===== config.mk =====
export PLATFORM = sky130hd
export DESIGN_NAME = rot_ctrl
export DESIGN_NICKNAME = d
export VERILOG_FILES = /design/src/rtl/rot_ctrl.sv
export SDC_FILE = /design/constraint.sdc
export NUM_CORES = 1
export LEC_CHECK = 0
export CAP_MARGIN = 20
export CORE_UTILIZATION = 35
export DETAILED_ROUTE_END_ITERATION = 12
export PLACE_DENSITY_LB_ADDON = 0.25
export SLEW_MARGIN = 20
export SYNTH_ARGS = -nofsm -noshare
export SYNTH_HDL_FRONTEND = slang
export SYNTH_SLANG_ARGS = --single-unit

===== constraint.sdc =====
create_clock -name I_HCLK -period 8.33 [get_ports I_HCLK]
set_input_delay 1.2495 -clock I_HCLK [delete_from_list [all_inputs] [get_ports I_HCLK]]
set_output_delay 1.2495 -clock I_HCLK [all_outputs]
set_load 0.005 [all_outputs]

===== src/rtl/rot_ctrl.sv =====
// rot_ctrl: register-programmed run controller for the rotation core's
// address/set sequencer.
//
// Software programs image size, direction and degrees over an APB-style slave
// (no wait states) and writes START. The controller validates the request,
// launches the core with a one-cycle start pulse, counts completed 8x8 pixel
// sets against the expected total and reports busy/done/error/timeout status
// plus a level interrupt.
//
// Optional feature: define ROT_CTRL_TIMEOUT_EN to build the run watchdog
// (TIMEOUT_W bits wide). Without it STATUS[3] reads 0 and O_ABORT is tied 0.
//
// Ports:
//   I_HCLK, I_HRESET_N             clock, synchronous active-low reset
//   I_PSEL/I_PENABLE/I_PWRITE      APB control
//   I_PADDR[3:0], I_PWDATA[31:0]   APB address / write data
//   O_PRDATA[31:0]                 APB read data (0 unless PSEL & !PWRITE)
//   O_START                        one-cycle launch pulse to the core
//   O_HEIGHT/O_WIDTH[15:0]         shadow image size
//   O_DIRECTION, O_DEGREES[2:0]    shadow rotation setup
//   O_ABORT                        one-cycle pulse on watchdog timeout
//   O_IRQ                          IRQ_EN & (DONE | ERR | TMO)
//   I_CORE_BUSY                    core activity level
//   I_SET_DONE                     one pulse per completed 64-beat set
//
// Register map ([3:2] of I_PADDR):
//   0x0 CTRL   [0] START (W1, reads 0), [1] DIRECTION, [4:2] DEGREES, [8] IRQ_EN
//   0x4 SIZE   [15:0] WIDTH, [31:16] HEIGHT
//   0x8 STATUS [0] BUSY, [1] DONE, [2] ERR, [3] TMO (W1C), [31:8] SETS
//   0xC TOTAL  [23:0] expected sets

module rot_ctrl #(
  parameter int unsigned TIMEOUT_W = 20
) (
  input  logic        I_HCLK,
  input  logic        I_HRESET_N,
  input  logic        I_PSEL,
  input  logic        I_PENABLE,
  input  logic        I_PWRITE,
  input  logic [3:0]  I_PADDR,
  input  logic [31:0] I_PWDATA,
  output logic [31:0] O_PRDATA,
  output logic        O_START,
  output logic [15:0] O_HEIGHT,
  output logic [15:0] O_WIDTH,
  output logic        O_DIRECTION,
  output logic [2:0]  O_DEGREES,
  output logic        O_ABORT,
  output logic        O_IRQ,
  input  logic        I_CORE_BUSY,
  input  logic        I_SET_DONE
);

  typedef enum logic [2:0] {
    StIdle,
    StCheck,
    StLaunch,
    StRun,
    StDone
  } state_e;

  state_e state_q, state_d;

  // Programmable registers
  logic        dir_q, dir_d;
  logic [2:0]  deg_q, deg_d;
  logic        irq_en_q, irq_en_d;
  logic [15:0] width_q, width_d;
  logic [15:0] height_q, height_d;

  // Shadow copies presented to the core
  logic [15:0] sh_height_q, sh_height_d;
  logic [15:0] sh_width_q, sh_width_d;
  logic        sh_dir_q, sh_dir_d;
  logic [2:0]  sh_deg_q, sh_deg_d;

  // Status / progress
  logic        done_q, done_d;
  logic        err_q, err_d;
  logic [23:0] sets_q, sets_d;
  logic [23:0] total_q, total_d;
  logic        first_q, first_d;
  logic        tmo_bit;

  logic        busy;
  logic        apb_wr;
  logic        wr_ctrl, wr_size, wr_status;
  logic        start_req;
  logic        set_err, set_done, set_tmo;
  logic        req_valid;

  logic [16:0] h_sum, w_sum;
  logic [24:0] total_full;

  assign busy      = (state_q != StIdle);
  assign apb_wr    = I_PSEL & I_PENABLE & I_PWRITE;
  assign wr_ctrl   = apb_wr & (I_PADDR[3:2] == 2'd0);
  assign wr_size   = apb_wr & (I_PADDR[3:2] == 2'd1);
  assign wr_status = apb_wr & (I_PADDR[3:2] == 2'd2);
  assign start_req = wr_ctrl & I_PWDATA[0] & ~busy;

  // Set count per axis is ceil(x/8); legal sizes keep the product within 24 bits.
  assign h_sum      = {1'b0, sh_height_q} + 17'd7;
  assign w_sum      = {1'b0, sh_width_q} + 17'd7;
  assign total_full = 25'(h_sum[15:3]) * 25'(w_sum[14:3]);

  assign req_valid = (sh_height_q != 16'd0) && (sh_width_q != 16'd0) &&
                     !sh_height_q[15] && (sh_width_q[15:14] == 2'b00) &&
                     (sh_deg_q <= 3'd3);

  // Register writes: size and rotation fields are frozen while busy.
  always_comb begin
    dir_d       = dir_q;
    deg_d       = deg_q;
    irq_en_d    = irq_en_q;
    width_d     = width_q;
    height_d    = height_q;
    sh_height_d = sh_height_q;
    sh_width_d  = sh_width_q;
    sh_dir_d    = sh_dir_q;
    sh_deg_d    = sh_deg_q;

    if (wr_ctrl) begin
      irq_en_d = I_PWDATA[8];
      if (!busy) begin
        dir_d = I_PWDATA[1];
        deg_d = I_PWDATA[4:2];
      end
    end
    if (wr_size && !busy) begin
      width_d  = I_PWDATA[15:0];
      height_d = I_PWDATA[31:16];
    end
    // Shadows take the rotation fields from the START write itself so a single
    // CTRL write can both configure and launch.
    if (start_req) begin
      sh_height_d = height_q;
      sh_width_d  = width_q;
      sh_dir_d    = I_PWDATA[1];
      sh_deg_d    = I_PWDATA[4:2];
    end
  end

  // Optional run watchdog
`ifdef ROT_CTRL_TIMEOUT_EN
  logic [TIMEOUT_W-1:0] wdog_q, wdog_d;
  logic                 tmo_q, tmo_d;
  logic                 wdog_expired;

  assign wdog_expired = (state_q == StRun) && (&wdog_q);

  always_comb begin
    wdog_d = wdog_q;
    if (state_q == StLaunch) begin
      wdog_d = '0;
    end else if (state_q == StRun) begin
      wdog_d = I_SET_DONE ? '0 : wdog_q + 1'b1;
    end
  end

  always_comb begin
    tmo_d = tmo_q;
    if (start_req) begin
      tmo_d = 1'b0;
    end else begin
      tmo_d = (tmo_q & ~(wr_status & I_PWDATA[3])) | set_tmo;
    end
  end

  always_ff @(posedge I_HCLK) begin
    if (!I_HRESET_N) begin
      wdog_q <= '0;
      tmo_q  <= 1'b0;
    end else begin
      wdog_q <= wdog_d;
      tmo_q  <= tmo_d;
    end
  end

  assign tmo_bit = tmo_q;
`else
  logic wdog_expired;
  logic unused_timeout_cfg;

  assign wdog_expired       = 1'b0;
  assign tmo_bit            = 1'b0;
  assign unused_timeout_cfg = (TIMEOUT_W != 0);
`endif

  // FSM next state and status updates
  always_comb begin
    state_d  = state_q;
    sets_d   = sets_q;
    total_d  = total_q;
    set_err  = 1'b0;
    set_done = 1'b0;
    set_tmo  = 1'b0;
    O_START  = 1'b0;
    O_ABORT  = 1'b0;
    first_d  = (state_q == StLaunch);

    unique case (state_q)
      StIdle: begin
        if (start_req) begin
          sets_d  = '0;
          state_d = StCheck;
        end
      end
      StCheck: begin
        total_d = total_full[23:0];
        if (req_valid) begin
          state_d = StLaunch;
        end else begin
          set_err = 1'b1;
          state_d = StIdle;
        end
      end
      StLaunch: begin
        O_START = 1'b1;
        state_d = StRun;
      end
      StRun: begin
        if (I_SET_DONE && (sets_q < total_q)) begin
          sets_d = sets_q + 24'd1;
        end
        if ((sets_q == total_q) && !I_CORE_BUSY) begin
          state_d = StDone;
        end else if (!I_CORE_BUSY && !first_q) begin
          // Core went idle before delivering every set.
          set_err = 1'b1;
          state_d = StIdle;
        end else if (wdog_expired) begin
          set_tmo = 1'b1;
          O_ABORT = 1'b1;
          state_d = StIdle;
        end
      end
      StDone: begin
        set_done = 1'b1;
        state_d  = StIdle;
      end
      default: state_d = StIdle;
    endcase
  end

  // W1C flags: a hardware set in the same cycle as a clear wins.
  always_comb begin
    if (start_req) begin
      done_d = 1'b0;
      err_d  = 1'b0;
    end else begin
      done_d = (done_q & ~(wr_status & I_PWDATA[1])) | set_done;
      err_d  = (err_q & ~(wr_status & I_PWDATA[2])) | set_err;
    end
  end

  always_ff @(posedge I_HCLK) begin
    if (!I_HRESET_N) begin
      state_q     <= StIdle;
      dir_q       <= 1'b0;
      deg_q       <= 3'd0;
      irq_en_q    <= 1'b0;
      width_q     <= 16'd0;
      height_q    <= 16'd0;
      sh_height_q <= 16'd0;
      sh_width_q  <= 16'd0;
      sh_dir_q    <= 1'b0;
      sh_deg_q    <= 3'd0;
      done_q      <= 1'b0;
      err_q       <= 1'b0;
      sets_q      <= 24'd0;
      total_q     <= 24'd0;
      first_q     <= 1'b0;
    end else begin
      state_q     <= state_d;
      dir_q       <= dir_d;
      deg_q       <= deg_d;
      irq_en_q    <= irq_en_d;
      width_q     <= width_d;
      height_q    <= height_d;
      sh_height_q <= sh_height_d;
      sh_width_q  <= sh_width_d;
      sh_dir_q    <= sh_dir_d;
      sh_deg_q    <= sh_deg_d;
      done_q      <= done_d;
      err_q       <= err_d;
      sets_q      <= sets_d;
      total_q     <= total_d;
      first_q     <= first_d;
    end
  end

  // Read mux
  always_comb begin
    O_PRDATA = 32'd0;
    if (I_PSEL && !I_PWRITE) begin
      unique case (I_PADDR[3:2])
        2'd0: O_PRDATA = {23'd0, irq_en_q, 3'd0, deg_q, dir_q, 1'b0};
        2'd1: O_PRDATA = {height_q, width_q};
        2'd2: O_PRDATA = {sets_q, 4'd0, tmo_bit, err_q, done_q, busy};
        2'd3: O_PRDATA = {8'd0, total_q};
        default: O_PRDATA = 32'd0;
      endcase
    end
  end

  assign O_HEIGHT    = sh_height_q;
  assign O_WIDTH     = sh_width_q;
  assign O_DIRECTION = sh_dir_q;
  assign O_DEGREES   = sh_deg_q;
  assign O_IRQ       = irq_en_q & (done_q | err_q | tmo_bit);

  logic unused_bits;
  assign unused_bits = ^{I_PADDR[1:0], h_sum[16], h_sum[2:0], w_sum[16:15], w_sum[2:0],
                         total_full[24]};

endmodule


==> results.md <==
* Status: finished, final reports clean
* #FFs+latches synth at 127
* Critical Path RT at 8.66 ns
* Avg Inst Size Synth at 7.96 sq um
* Diodes inserted at 0
* CORE AREA at 32,500 sq um
* Pleak at 5.84 nW
* Postcts setup bufs at 0
* FFs w/ async S/R, synth at 0%
* Initial antenna violation count at 0
* Resize count post-CTS at 0
* Crit path kind: register to register
* Yosys warns at 0
* Die Area at 33,800 sq um
* Share of the clock period used by the worst path after layout at 85.6%
* Final setup violation count at 0
* Final-report hold violation count at 0
* Register area share after synthesis at 22.0%
* Power density cells at 108 nW/um^2
* Crit path capture: total_q[21]$_SDFFE_PN0N_
* Synthesized Nets at 1,692
* Syn-to-layout area delta at 19.0%
* CP arrival at 7.46 ns
* CTS sink cnt at 127
* TNS Setup at 0 ns
* Fin Clk Skew at 0.00947 ns
* Post-route non-filler standard cell count at 1,993
* Vias in the first global route at 10.2k
* Worst hold path type: register to register
* Worst Max-Slew Pin Slew at 1.10 ns
* Prevailing post-synth register cell: dfxtp_1
* Critical path launch point type: register
* Nets at 1,775
* Fmax at 140 MHz
* Wire per inst at 17.6 um
* Crit Reg-Reg Startpoint: O_WIDTH[3]$_SDFFE_PN0P_
* Number of remaining DRC errors at 0
* Reg clk slew, reported paths at 0.06 ns
* R2r endpoint: total_q[21]$_SDFFE_PN0N_
* Area share of the largest cell type after synthesis at 22.0%
* Post-synth EDFFs at 0
* Mapped Area at 11,600 sq um
* Hold buffer count at CTS at 0
* Critical Path Source: O_WIDTH[3]$_SDFFE_PN0P_
* Post-route worst setup slack at 1.20 ns
* Share of cells above drive strength 1 at 6.25%
* Dpl hpwl at 27.1 mm
* GRT overflow at 0
* Die W at 184 um
* Slew Viols, Final at 0
* CTS tree: done
* Antenna viol nets, final at 0
* Yosys top cell by area: dfxtp_1
* Worst-Skew Late Latency at 0.42 ns
* Post-layout min period at 7.13 ns
* Die H at 184 um
* First-pass GRT wire length at 55.7 mm
* R2r setup slk at 1.20 ns
* Reg2reg path depth at 22
* Setup WS pre-CTS at 1.26 ns
* RSZ-0062 raised after global routing: false
* Via count at 10.2k
* Finished Cell Area at 13,800 sq um
* CTS Root Cell: clkbuf_16
* DRT iter0 DRCs at 771
* Normalized max-slew margin at 26.4%
* Area contributors post-synth: dfxtp_1, fa_1, nand2_1
* First-pass detailed-route iteration total at 5
* Routability cong. at 0.866
* Routed Wire Length at 35.1 mm
* Initial Util at 35.6%
* IO Port Bufs at 110
* H-tree Lvls at 4
* Yosys cell types at 57
* FP Rows at 66
* Post-DP Area at 13,100 sq um
* Largest net degree at the start of global routing at 104
* Crit end category: register
* Cell count after synthesis at 1,455
* Placed Cells at 1,961
* Max-cap violations at 0
* Vias per std cell at 5.13
* Maximum root-to-sink buffer count at 2
* IO Count at 114
* Gr usage total at 21.4%
* Worst IR Drop VDD at 0.0969 mV
* Total Power at 1.48 mW
* Num CTS Buffers at 17
* Fillers at 3,357
* Max Fanout on Critical Path at 9
## cell type report
class,count,area [sq um],share of cell area [%]
Inverter,185,694,5.04
Clock inverter,14,205,1.49
Sequential cell,127,2540,18.4
Multi-Input combinational cell,1067,8030,58.3
Clock buffer,18,429,3.11
Timing Repair Buffer,140,1330,9.62
Tap cell,442,553,4.01
## where the power goes
part	internal, mW	leakage, nW	switching [mW]
sequential	0.610	1.02	0.00320
combinational	0.0271	4.51	0.0364
clock	0.507	0.308	0.298
total	1.14	5.84	0.337
## placed cells by master (no fill, tap or decap), drive strengths merged, types with 16 or more instances in the layout
cell type and count:
inv 190, mux2 18, buf 30, or4 16, nand2 319, xnor2 35
nand3 20, fa 109, o21ai 23, clkbuf 18, xor2 20, ha 85
clkdlybuf4s50 110, dfxtp 127, and2 25, nand4 17, a21oi 113, nor2 91
a22oi 27
## metrics by stage
stage	hold slack (ns)	util, %
after floorplan	0.441	-
after global placement	0.449	40.4
after detailed placement	0.448	40.4
after CTS	0.457	42.3
after global routing	0.487	42.4
final	0.459	42.4
## routing by layer
metal	wire, um	GRT usage (%)	share of wire, %
met5	0	0	0
met3	2090	3.43	5.9
met1	15800	28.6	45
met2	16200	34.7	46
met4	1030	7.70	2.9
## logic make-up (layout without fill, tap and decap cells)
family | count (synthesis) | in the layout | share of synthesized area, %
and+or+nand+nor | 568 | 568 | 22.3
adders and majority gates | 194 | 194 | 28.0
muxes | 31 | 31 | 3.20
xor gates and xnor gates | 55 | 55 | 4.16
DFF | 127 | 127 | 22.0
other | 1 | 1 | 0.0324
AOI/OAI and AO/OA | 218 | 218 | 11.5
buffers and inverters | 261 | 357 | 8.78
## Yosys cell counts, types with 2 or more instances
cell        n
mux4_2      3
dfxtp_1   127
a211oi_1    5
nor4_2      2
nor3b_1     3
nand3_1    20
clkbuf_8    2
ha_1       85
o211ai_1   14
nand3b_1    3
o31ai_1     2
nor4_1      8
or4_1      15
xor2_1     20
a21oi_1   113
buf_2       5
or3_1      15
buf_1       5
and4_1      4
fa_1      109
a21o_1     12
o41ai_1     5
nor3_1     11
and3_1      8
mux2_2     18
clkbuf_1   62
nand2_1   319
a22oi_1    27
nor2b_1     9
and2_1     25
o21ai_0    23
o21a_1      3
nand2b_1   11
o311ai_0    6
o311ai_2    2
nor2_1     91
inv_1     185
nand4_1    16
mux2i_1    10
xnor2_1    35
## worst max-delay path, stage by stage (launching register included)
cell and delay (ns):
dfxtp_1 0.49, o311ai_2 0.27, nor4_2 0.50, and3_1 0.28, xor2_1 0.56, nand2_1 0.18, fa_1 0.54, fa_1 0.54
inv_1 0.06, fa_1 0.53, fa_1 0.56, inv_1 0.07, fa_1 0.54, inv_1 0.04, ha_1 0.35, and3_1 0.20
and3_1 0.18, and3_1 0.21, or3_1 0.35, a31oi_1 0.20, xnor2_1 0.15, nand2_1 0.07, a21oi_1 0.16
## how the worst min path moves through the flow
stage / from / endpoint / slack (ns) / cells past startpoint
2_1_floorplan: total_q[17]$_SDFFE_PN0N_ / total_q[17]$_SDFFE_PN0N_ / 0.44 / 2
3_3_place_gp: O_DEGREES[0]$_SDFFE_PN0P_ / O_DEGREES[0]$_SDFFE_PN0P_ / 0.45 / 2
3_5_place_dp: O_DIRECTION$_SDFFE_PN0P_ / O_DIRECTION$_SDFFE_PN0P_ / 0.45 / 2
4_1_cts: O_DIRECTION$_SDFFE_PN0P_ / O_DIRECTION$_SDFFE_PN0P_ / 0.46 / 2
5_1_grt: total_q[18]$_SDFFE_PN0N_ / total_q[18]$_SDFFE_PN0N_ / 0.49 / 2
6_report: O_DIRECTION$_SDFFE_PN0P_ / O_DIRECTION$_SDFFE_PN0P_ / 0.46 / 2
## state kept, by name, summed over array words and instances, names as in the netlist
| signal | flops |
|---|---|
| err_q | 1 |
| O_DIRECTION | 1 |
| done_q | 1 |
| irq_en_q | 1 |
| O_DEGREES | 3 |
| state_q | 3 |
| total_q | 24 |
| deg_q | 3 |
| O_WIDTH | 16 |
| sets_q | 24 |
| width_q | 16 |
| O_HEIGHT | 16 |
| height_q | 16 |
| dir_q | 1 |
| first_q | 1 |
No activity file was read; power rests on OpenSTA's default activity.
